<file path="src/rtl/mem_stage_pkg.sv">
// Shared widths, FSM state encoding and pipeline-register layouts for the MEM stage.
package mem_stage_pkg;

  localparam int REGISTER_LEN    = 32;
  localparam int REG_ADDRESS_LEN = 4;
  localparam int ADDRESS_LEN     = 32;

  typedef enum logic {
    MEM_STATE_IDLE   = 1'b0,
    MEM_STATE_ACCESS = 1'b1
  } mem_state_e;

  typedef struct packed {
    logic                       wb_en;
    logic                       mem_r_en;
    logic                       mem_w_en;
    logic [REG_ADDRESS_LEN-1:0] dest;
    logic [REGISTER_LEN-1:0]    alu_res;
    logic [REGISTER_LEN-1:0]    val_rm;
  } ex_mem_t;

  typedef struct packed {
    logic                       wb_en;
    logic                       mem_r_en;
    logic [REG_ADDRESS_LEN-1:0] dest;
    logic [REGISTER_LEN-1:0]    alu_res;
    logic [REGISTER_LEN-1:0]    mem_data;
  } mem_wb_t;

endpackage

</file>
<file path="src/rtl/mem_access_fsm.sv">
// IDLE/ACCESS sequencer for the data-memory handshake; produces the access
// window (drives mem_req) and the pipeline stall.
module mem_access_fsm
  import mem_stage_pkg::*;
(
  input  logic clk,
  input  logic rst,
  input  logic mem_op,
  input  logic mem_ack,
  output logic access,
  output logic stall
);

  mem_state_e state_q;
  mem_state_e state_d;

  always_ff @(posedge clk) begin
    if (rst) state_q <= MEM_STATE_IDLE;
    else     state_q <= state_d;
  end

  // An ack arriving while IDLE is deliberately ignored (late ack after reset).
  always_comb begin
    state_d = state_q;
    access  = 1'b0;
    case (state_q)
      MEM_STATE_IDLE: begin
        if (mem_op) state_d = MEM_STATE_ACCESS;
      end
      MEM_STATE_ACCESS: begin
        access = 1'b1;
        if (mem_ack) state_d = MEM_STATE_IDLE;
      end
      default: state_d = MEM_STATE_IDLE;
    endcase
    stall = mem_op & ~(access & mem_ack);
  end

endmodule

</file>
<file path="src/rtl/mem_stage.sv">
// MEM stage of the 5-stage ARM pipeline: EX/MEM register, data-memory
// req/ack access with front-end stall, and the MEM/WB register.
module mem_stage
  import mem_stage_pkg::*;
#(
  parameter int DATA_BASE      = 1024,
  parameter int MEM_ADDR_WIDTH = 16
) (
  input  logic                       clk,
  input  logic                       rst,
  input  logic                       wb_en_in,
  input  logic                       mem_r_en_in,
  input  logic                       mem_w_en_in,
  input  logic [REG_ADDRESS_LEN-1:0] dest_in,
  input  logic [REGISTER_LEN-1:0]    alu_res_in,
  input  logic [REGISTER_LEN-1:0]    val_Rm_in,
  output logic                       stall,
  output logic                       mem_req,
  output logic                       mem_we,
  output logic [MEM_ADDR_WIDTH-1:0]  mem_addr,
  output logic [REGISTER_LEN-1:0]    mem_wdata,
  input  logic                       mem_ack,
  input  logic [REGISTER_LEN-1:0]    mem_rdata,
  output logic [REGISTER_LEN-1:0]    MEM_wb_value,
  output logic                       wb_en_mem,
  output logic                       mem_r_en_mem,
  output logic [REG_ADDRESS_LEN-1:0] dest_mem,
  output logic                       wb_en_out,
  output logic                       mem_r_en_out,
  output logic [REG_ADDRESS_LEN-1:0] dest_out,
  output logic [REGISTER_LEN-1:0]    alu_res_out,
  output logic [REGISTER_LEN-1:0]    mem_data_out
);

  ex_mem_t r1;
  mem_wb_t r2;
  logic    mem_op;
  logic    access;
  logic    rd_done;
  logic [REGISTER_LEN-1:0] offset;
  logic    unused_offset_bits;

  assign mem_op  = r1.mem_r_en | r1.mem_w_en;
  assign rd_done = access & mem_ack & r1.mem_r_en;

  mem_access_fsm u_fsm (
    .clk    (clk),
    .rst    (rst),
    .mem_op (mem_op),
    .mem_ack(mem_ack),
    .access (access),
    .stall  (stall)
  );

  always_ff @(posedge clk) begin
    if (rst) begin
      r1 <= '0;
    end else if (!stall) begin
      r1.wb_en    <= wb_en_in;
      r1.mem_r_en <= mem_r_en_in;
      r1.mem_w_en <= mem_w_en_in;
      r1.dest     <= dest_in;
      r1.alu_res  <= alu_res_in;
      r1.val_rm   <= val_Rm_in;
    end
  end

  // During a stall a bubble goes to write-back; data fields are left as-is.
  always_ff @(posedge clk) begin
    if (rst) begin
      r2 <= '0;
    end else if (stall) begin
      r2.wb_en    <= 1'b0;
      r2.mem_r_en <= 1'b0;
    end else begin
      r2.wb_en    <= r1.wb_en;
      r2.mem_r_en <= r1.mem_r_en;
      r2.dest     <= r1.dest;
      r2.alu_res  <= r1.alu_res;
      if (rd_done) r2.mem_data <= mem_rdata;
    end
  end

  // Port values are held at zero outside the access window so reset leaves every output 0.
  assign offset             = r1.alu_res - REGISTER_LEN'(DATA_BASE);
  assign unused_offset_bits = ^{offset[1:0], offset[REGISTER_LEN-1:MEM_ADDR_WIDTH+2]};
  assign mem_req            = access;
  assign mem_we             = access & r1.mem_w_en & ~r1.mem_r_en;
  assign mem_addr           = access ? offset[MEM_ADDR_WIDTH+1:2] : '0;
  assign mem_wdata          = access ? r1.val_rm : '0;

  assign MEM_wb_value = r1.alu_res;
  assign wb_en_mem    = r1.wb_en;
  assign mem_r_en_mem = r1.mem_r_en;
  assign dest_mem     = r1.dest;

  assign wb_en_out    = r2.wb_en;
  assign mem_r_en_out = r2.mem_r_en;
  assign dest_out     = r2.dest;
  assign alu_res_out  = r2.alu_res;
  assign mem_data_out = r2.mem_data;

endmodule

</file>
<file path="config.mk">
export PLATFORM = sky130hd
export DESIGN_NAME = mem_stage
export DESIGN_NICKNAME = d
export VERILOG_FILES = /design/src/rtl/mem_stage_pkg.sv /design/src/rtl/mem_access_fsm.sv /design/src/rtl/mem_stage.sv
export SDC_FILE = /design/constraint.sdc
export NUM_CORES = 1
export LEC_CHECK = 0
export ABC_AREA = 0
export CORE_UTILIZATION = 40
export DETAILED_ROUTE_END_ITERATION = 8
export HOLD_SLACK_MARGIN = 0.03
export PLACE_DENSITY = 0.77
export SLEW_MARGIN = 10
export SYNTH_ARGS = -nofsm -noshare
export SYNTH_HDL_FRONTEND = slang
export SYNTH_HIERARCHICAL = 1
export SYNTH_SLANG_ARGS = --single-unit
export TNS_END_PERCENT = 50
</file>
<file path="constraint.sdc">
create_clock -name clk -period 4.15 [get_ports clk]
set_input_delay 0.83 -clock clk [delete_from_list [all_inputs] [get_ports clk]]
set_output_delay 0.83 -clock clk [all_outputs]
set_load 0.02 [all_outputs]
</file>
==> results of run 1 <==
## power groups by stage
stage | Combinational, W | Sequential [W] | Clock [W]
global placement | 0.000757 | 0.00156 | 0
floorplan | 0.000445 | 0.00158 | 0
CTS | 0.000775 | 0.00154 | 0.00154
detailed placement | 0.000771 | 0.00157 | 0
finish | 0.000766 | 0.00154 | 0.00151
global route | 0.000819 | 0.00155 | 0.00162
## stage by stage
step	total power, W	cell area, um^2	hold WS, ns
floorplan	0.00203	5670	0.455
global placement	0.00232	8160	0.440
CTS	0.00386	8750	0.455
finish	0.00381	8750	0.453
global route	0.00399	8750	0.471
detailed placement	0.00234	8160	0.448
## cells by family (layout without fill, tap and decap cells)
group                    Yosys count  after routing  share of synthesized area (%)
AO/OA/AOI/OAI                     38             38                           3.60
XOR/XNOR                           2              2                          0.309
adder cells (fa/ha/maj)            1              1                          0.221
buffers and inverters             78            303                           7.92
flip-flops                       142            142                           50.1
multiplexers                     109            109                           19.2
AND/OR/NAND/NOR                  234            234                           18.6
## metal layers
layer  share of wire, %  up-vias  routed length, um  global-route usage, %
met5                  0        -                  0                      0
met3                7.4       23               1090                   7.42
met1                 41     2206               5980                   22.0
met2                 50      166               7270                   34.3
met4                2.3        0                340                   8.80
li1                   -     2353                  -                      -
## cell usage after synthesis
cell type,count,area [um^2]
nor3_1,1,5.00
o21ai_0,1,5.00
and2b_2,1,8.76
nor4_1,1,6.26
dfxtp_1,142,2840
o31ai_1,1,7.51
or3_1,1,6.26
nand2b_4,1,13.8
xor2_1,2,17.5
buf_1,4,15.0
ha_1,1,12.5
buf_2,14,70.1
a21oi_2,1,8.76
mux2i_1,109,1090
a21boi_0,1,7.51
nor2b_1,1,6.26
nand2_1,68,255
nor3b_1,3,22.5
a21oi_1,32,160
and2_1,42,263
or2_2,1,6.26
and3b_1,1,8.76
buf_4,37,278
clkbuf_1,21,78.8
a21boi_1,2,15.0
nand2b_1,3,18.8
or4_4,1,11.3
and4b_1,1,10.0
inv_1,2,7.51
nor2_1,107,402
nand4b_1,1,8.76
## final cells by class
cell class	count	area, um^2	area share (%)
Clock buffer	24	482	5.50
Clock inverter	7	110	1.26
Inverter	2	7.51	0.0858
Multi-Input combinational cell	384	2390	27.3
Sequential cell	142	2840	32.5
Tap cell	180	225	2.57
Timing Repair Buffer	270	2700	30.8
## critical path, stage by stage (launching register included)
cell             delay (ns)
dfxtp_1                0.97
buf_4                  0.37
and2_1                 0.18
clkdlybuf4s50_1        0.61
## path summary, 6_finish.rpt
check	start	to	slack (ns)	cells after the start
max	u_fsm/state_q$_SDFF_PP0_	mem_wdata[7]	0.78	3
min	mem_data_out[9]$_SDFFE_PP0P_	mem_data_out[9]$_SDFFE_PP0P_	0.45	2
max reg2reg	u_fsm/state_q$_SDFF_PP0_	mem_data_out[1]$_SDFFE_PP0P_	1.38	5
min reg2reg	mem_data_out[9]$_SDFFE_PP0P_	mem_data_out[9]$_SDFFE_PP0P_	0.45	2
## flip-flops by register name, indices dropped and copies added (netlist names), 4 cells and up
| signal | flops |
|---|---|
| MEM_wb_value | 32 |
| dest_out | 4 |
| mem_data_out | 32 |
| alu_res_out | 32 |
| dest_mem | 4 |
| r1 | 33 |
==> results.cfg, run 1 <==
[synthesis]
ys_warn_count = 6
synth_seq_cells = 142
syn_inst = 604
synth.distinct_cells = 31
avgSynthCellArea_um2 = 9.39
ys_seq_area_share_pct = 50.1
synthesis.nets = 711
netlist_area_um2 = 5670

[pwr]
p_sw_share_pct = 25.2
internal_power_w = 0.00285
comb_power_share_pct = 20.1
switching_power_w = 0.000960
leakagePower_nw = 3.42
power_frac_seq_pct = 40.4
vdd_drop_max_v = 0.000250
p_per_area_nw_per_um2 = 436
p_clk_share_pct = 39.5

[clock_tree]
cts-root-buf = clkbuf_16
htreeDepth = 4
cts_buffers = 17
cts_buffer_depth = 2
worst_skew_pair.late_latency_ns = 0.40
ctsHoldBuffers = 0
path_clk_slew_ns = 0.06
post_cts_buffers = 0
tritoncts = built
clock-sinks = 142
cts_resized = 0

[global_routing]
antenna_found_initial = 0
grt_max_degree = 111
grt_overflow = 0
grt_use_total_pct = 20.0
grt_pass1_vias = 4629
grt_pass1_wl_mm = 22.8

[cells_and_area]
most-common-layout-cells = clkdlybuf4s50_1, dfxtp_1, mux2i_1
stdcell_count = 1009
final_common_cell = clkdlybuf4s50_1
drive_gt1_share_pct = 4.83
nets = 924
syn2layout_area_growth_pct = 54.4
utilization_pct = 63.3
n_antenna_cell = 0
fillers = 1101

[critical_path]
crit_type = flip-flop to primary output
required_ns = 3.32
cp-end-kind = primary output
cp_max_fo = 33
arrival_ns = 2.54
critPathLaunchType = flip-flop

[drt]
dr.first_iter.drc_count = 238
post_drt_wl_per_cell_um = 14.6
drc_errors = 0
wirelength_mm = 14.7
drtPass1Iterations = 4
vias = 4748
viasPerCell = 4.71
antenna_left = 0

[timing]
max_freq_ghz = 0.297
fin_crit_ns = 3.37
slew_headroom_pct = 25.6
final-hold-violation-count = 0
fin_crit_sh_pct = 81.1
fin_setup_tns_ns = 0
fin_ws_ns = 0.785
finClkSkew_ns = 0.00566
final-setup-viol-count = 0
rsz0062_at_grt = false
worstMarginPinSlew_ns = 1.12
report.final.slew_viol_count = 0

[floorplanning]
rows = 43
core-area_um2 = 13800
die-area_um2 = 14700
start_util_pct = 41.0
die_width_um = 121
ioPinCount = 265
fp.dieH_um = 121

[run]
max_cap_violations = 0

[placed_design]
dp_hpwl_mm = 10.4
gp_congestion = 0.738
dpl.cell_count = 978
dpl_worst_slack_ns = 1.11
portBuffers = 264

[min_path]
hold_path.class = flip-flop to flip-flop

[outcome]
status = finished, final reports clean
No activity file was read; power rests on OpenSTA's default activity.
==> inputs of run 2 (changes only) <==
- clock period: 4.15 -> 3.35 ns (I/O delays scaled with it)
==> results.cfg, run 2 (synthesis results as in run 1) <==
[drt]
viasPerCell = 4.72
drc_errors = 0
dr.first_iter.drc_count = 205
drtPass1Iterations = 4
antenna_left = 0
wirelength_mm = 14.7
post_drt_wl_per_cell_um = 14.5
vias = 4773

[pwr]
leakagePower_nw = 3.41
comb_power_share_pct = 20.3
internal_power_w = 0.00342
p_per_area_nw_per_um2 = 536
power_frac_seq_pct = 40.5
switching_power_w = 0.00128
p_sw_share_pct = 27.2
vdd_drop_max_v = 0.000306
p_clk_share_pct = 39.2
p_total_w = 0.00470

[global_routing]
grt_use_total_pct = 19.9
grt_pass1_wl_mm = 22.7
antenna_found_initial = 0
grt_pass1_vias = 4569
grt_max_degree = 111
grt_overflow = 0

[critical_path]
cp-end-kind = primary output
cp_max_fo = 8
critPathSlowestCell = clkdlybuf4s50_1
arrival_ns = 2.46
crit_chain = or4_4 > or3_1 > a21boi_1 > clkdlybuf4s50_1
critPathLaunchType = flip-flop
required_ns = 2.68
r2r_setup_slack_ns = 1.02
crit_type = flip-flop to primary output
r2r-end = mem_data_out[13]$_SDFFE_PP0P_
r2r_start = u_fsm/state_q$_SDFF_PP0_
crit_path_max_incr_delay_ns = 0.66
ff2ff_path_depth = 6

[cells_and_area]
final_common_cell = clkdlybuf4s50_1
fillers = 1085
multiInputGateArea_um2 = 2390
nets = 925
most-common-layout-cells = clkdlybuf4s50_1, dfxtp_1, mux2i_1
drive_gt1_share_pct = 5.54
syn2layout_area_growth_pct = 54.7
top_register = r1
n_antenna_cell = 0
largest_reg_flops = 33
seq_area_um2 = 2840

[clock_tree]
htreeDepth = 4
cts-root-buf = clkbuf_16
cts_buffer_depth = 2
cts_buffers = 17
post_cts_buffers = 0
cts_resized = 0
worst_skew_pair.late_latency_ns = 0.41
path_clk_slew_ns = 0.06
clock-sinks = 142
ctsHoldBuffers = 0
tritoncts = built

[floorplanning]
ioPinCount = 265
rows = 43
fp.dieH_um = 121
die-area_um2 = 14700
start_util_pct = 41.0
die_width_um = 121
core-area_um2 = 13800

[timing]
rsz0062_at_grt = false
hold_slack_ns = 0.454
report.final.slew_viol_count = 0
final-hold-violation-count = 0
finClkSkew_ns = 0.00865
final-setup-viol-count = 0
fin_setup_tns_ns = 0
fin_crit_sh_pct = 93.5
slew_headroom_pct = 42.7
fin_crit_ns = 3.13
worstMarginPinSlew_ns = 0.859
fin_ws_ns = 0.217
max_freq_ghz = 0.319

[min_path]
hold_end = mem_data_out[14]$_SDFFE_PP0P_
whs_path_depth = 2
min-delay-start = mem_data_out[14]$_SDFFE_PP0P_
hold_path.class = flip-flop to flip-flop

[placed_design]
dpl_worst_slack_ns = 0.457
dp_hpwl_mm = 10.6
portBuffers = 264
gp_congestion = 0.745

[outcome]
status = finished, final reports clean

[run]
max_cap_violations = 0
run 2: power by group through the flow:
stage | registers (W) | logic [W] | clock network, W
after global routing | 0.00192 | 0.00102 | 0.00196
after CTS | 0.00191 | 0.000964 | 0.00188
after floorplan | 0.00196 | 0.000551 | 0
after global placement | 0.00194 | 0.000944 | 0
final | 0.00191 | 0.000955 | 0.00184
after detailed placement | 0.00194 | 0.000960 | 0
run 2: final cells by class:
class | count | area share [%]
clock buffers | 17 | 4.85
clock inverters | 15 | 1.85
inverters | 2 | 0.0856
multi-input cells | 384 | 27.2
flip-flops and latches | 142 | 32.4
well taps | 180 | 2.57
repair buffers | 271 | 31.0
run 2: worst max-delay path by stage:
stage                                             start                       endpoint
after global routing      MEM_wb_value[10]$_SDFFE_PP0N_                   mem_addr[13]
after global placement                          mem_ack  mem_data_out[17]$_SDFFE_PP0P_
after CTS                 MEM_wb_value[10]$_SDFFE_PP0N_                   mem_addr[13]
after floorplan           MEM_wb_value[10]$_SDFFE_PP0N_                   mem_addr[13]
after detailed placement                        mem_ack  mem_data_out[10]$_SDFFE_PP0P_
final                     MEM_wb_value[10]$_SDFFE_PP0N_                   mem_addr[13]
run 2: worst max-delay path: cells and delay by family (launching register included):
kind / cells / cell delay [ns]
AO/OA/AOI/OAI: 1 / 0.14
AND/OR/NAND/NOR: 2 / 0.87
buffers and inverters: 1 / 0.66
flip-flops: 1 / 0.38
run 2: through the flow:
step,area [um^2],util (%),instances
6_report,8770,63.4,1011
5_1_grt,8770,63.4,1011
3_3_place_gp,8180,59.2,979
3_5_place_dp,8180,59.2,979
4_1_cts,8770,63.4,1011
2_1_floorplan,5670,-,604
run 2: layer usage:
metal	GRT usage, %	up-vias	part of all wire (%)
met3	7.05	25	7.4
met5	0	-	0
li1	-	2357	-
met2	33.6	180	49
met4	9.03	0	2.7
met1	22.5	2211	41
==> inputs of run 3 (changes only) <==
- GPL_TIMING_DRIVEN: default -> 0
- SLEW_MARGIN: 10 -> default
==> results.cfg, run 3 (synthesis results as in run 1) <==
[clock_tree]
cts-root-buf = clkbuf_16
worst_skew_pair.late_latency_ns = 0.41
cts_buffers = 17
cts_buffer_depth = 2
clock-sinks = 142
htreeDepth = 4
ctsHoldBuffers = 0
post_cts_buffers = 0
cts_resized = 0
tritoncts = built
path_clk_slew_ns = 0.05

[critical_path]
crit_family = simple AND/OR/NAND/NOR gates
cp_max_fo = 8
critPathLaunchType = flip-flop
crit_type = flip-flop to primary output
path_buf_inv = 1
required_ns = 2.68
crit_chain = or4_4 > or3_1 > a21boi_1 > clkdlybuf4s50_1
critPathSlowestCell = clkdlybuf4s50_1
arrival_ns = 2.49
cp-end-kind = primary output
crit_path_max_incr_delay_ns = 0.65

[placed_design]
dpl.cell_count = 1048
portBuffers = 264
dp_hpwl_mm = 11.8
dpl_worst_slack_ns = 0.611
gp_congestion = 0.756
dpl_cell_area_um2 = 8540

[cells_and_area]
stdcell_count = 1078
seq_area_um2 = 2840
largest_reg_flops = 33
stdcell_area_um2 = 9040
drive_gt1_share_pct = 9.13
multiInputGateArea_um2 = 2380
most-common-layout-cells = clkdlybuf4s50_1, dfxtp_1, mux2i_1
n_antenna_cell = 0
fillers = 1156
syn2layout_area_growth_pct = 59.4
top_register = r1
nets = 994
final_common_cell = clkdlybuf4s50_1

[global_routing]
grt_pass1_vias = 4567
grt_max_degree = 17
grt_use_total_pct = 21.2
grt_pass1_wl_mm = 23.9
antenna_found_initial = 0
grt_overflow = 0

[timing]
fin_ws_ns = 0.188
report.final.slew_viol_count = 0
final-hold-violation-count = 0
final-setup-viol-count = 0
fin_setup_tns_ns = 0
fin_crit_sh_pct = 94.4
rsz0062_at_grt = false
finClkSkew_ns = 0.00629
fin_crit_ns = 3.16
slew_headroom_pct = 61.5
worstMarginPinSlew_ns = 0.578
max_freq_ghz = 0.316

[pwr]
leakagePower_nw = 3.62
p_per_area_nw_per_um2 = 502
p_total_w = 0.00454
vdd_drop_max_v = 0.000335

[floorplanning]
ioPinCount = 265
rows = 43
core-area_um2 = 13800
fp.dieH_um = 121
die-area_um2 = 14700
die_width_um = 121
start_util_pct = 41.0

[drt]
post_drt_wl_per_cell_um = 14.5
drc_errors = 0
dr.first_iter.drc_count = 183
antenna_left = 0
wirelength_mm = 15.6
viasPerCell = 4.58
vias = 4935
drtPass1Iterations = 5

[run]
max_cap_violations = 0

[outcome]
status = finished, final reports clean

[min_path]
hold_path.class = flip-flop to flip-flop
-- run 3: cell types whose count changed in the layout (fill, tap and decap cells not counted), moves of 4 or more --
cell / before / now
clkbuf_1: 0 / 25
clkinv_2: 2 / 6
buf_1: 0 / 4
clkinv_4: 5 / 0
buf_2: 0 / 14
buf_4: 6 / 37
-- run 3: metal layers --
| metal | vias to the layer above | share of wire, % | GRT usage (%) | routed length [um] |
|---|---|---|---|---|
| li1 | 2496 | - | - | - |
| met1 | 2257 | 42 | 25.0 | 6550 |
| met2 | 159 | 48 | 34.4 | 7570 |
| met3 | 23 | 7.9 | 7.89 | 1230 |
| met4 | 0 | 1.8 | 9.18 | 280 |
| met5 | - | 0 | 0 | 0 |
-- run 3: worst paths after layout --
check	cells after the start	startpoint	endpoint	slack (ns)
setup / recovery	4	MEM_wb_value[10]$_SDFFE_PP0N_	mem_addr[13]	0.19
hold / removal	2	mem_data_out[3]$_SDFFE_PP0P_	mem_data_out[3]$_SDFFE_PP0P_	0.45
setup reg to reg	7	mem_r_en_mem$_SDFFE_PP0N_	MEM_wb_value[12]$_SDFFE_PP0N_	1.18
hold reg to reg	2	mem_data_out[3]$_SDFFE_PP0P_	mem_data_out[3]$_SDFFE_PP0P_	0.45
-- run 3: worst register-to-register path, stage by stage (launching register included) --
cell and delay [ns]:
dfxtp_1 0.42, or2_2 0.18, a21boi_1 0.25, buf_2 0.30, buf_4 0.26, buf_2 0.35
mux2i_1 0.24, nor2_1 0.05
-- run 3: cell type report --
class / count / share of cell area (%)
clock inverter: 8 / 0.498
multi-input combinational: 384 / 26.3
tap: 180 / 2.49
timing repair buffer: 264 / 29.2
sequential: 142 / 31.5
inverter: 2 / 0.0831
clock buffer: 22 / 5.03
buffer: 76 / 4.89
-- run 3: through the flow --
stage	hold slack (ns)	utilization, %
5_1_grt	0.467	65.4
4_1_cts	0.455	65.4
3_5_place_dp	0.447	61.7
2_1_floorplan	0.455	-
3_3_place_gp	0.441	61.7
6_report	0.454	65.4
-- run 3: report_power, final --
group,switching [W],leakage [nW],internal (W)
registers,0.0000868,1.17,0.00181
clock network,0.000662,0.245,0.000947
logic,0.000479,2.21,0.000551
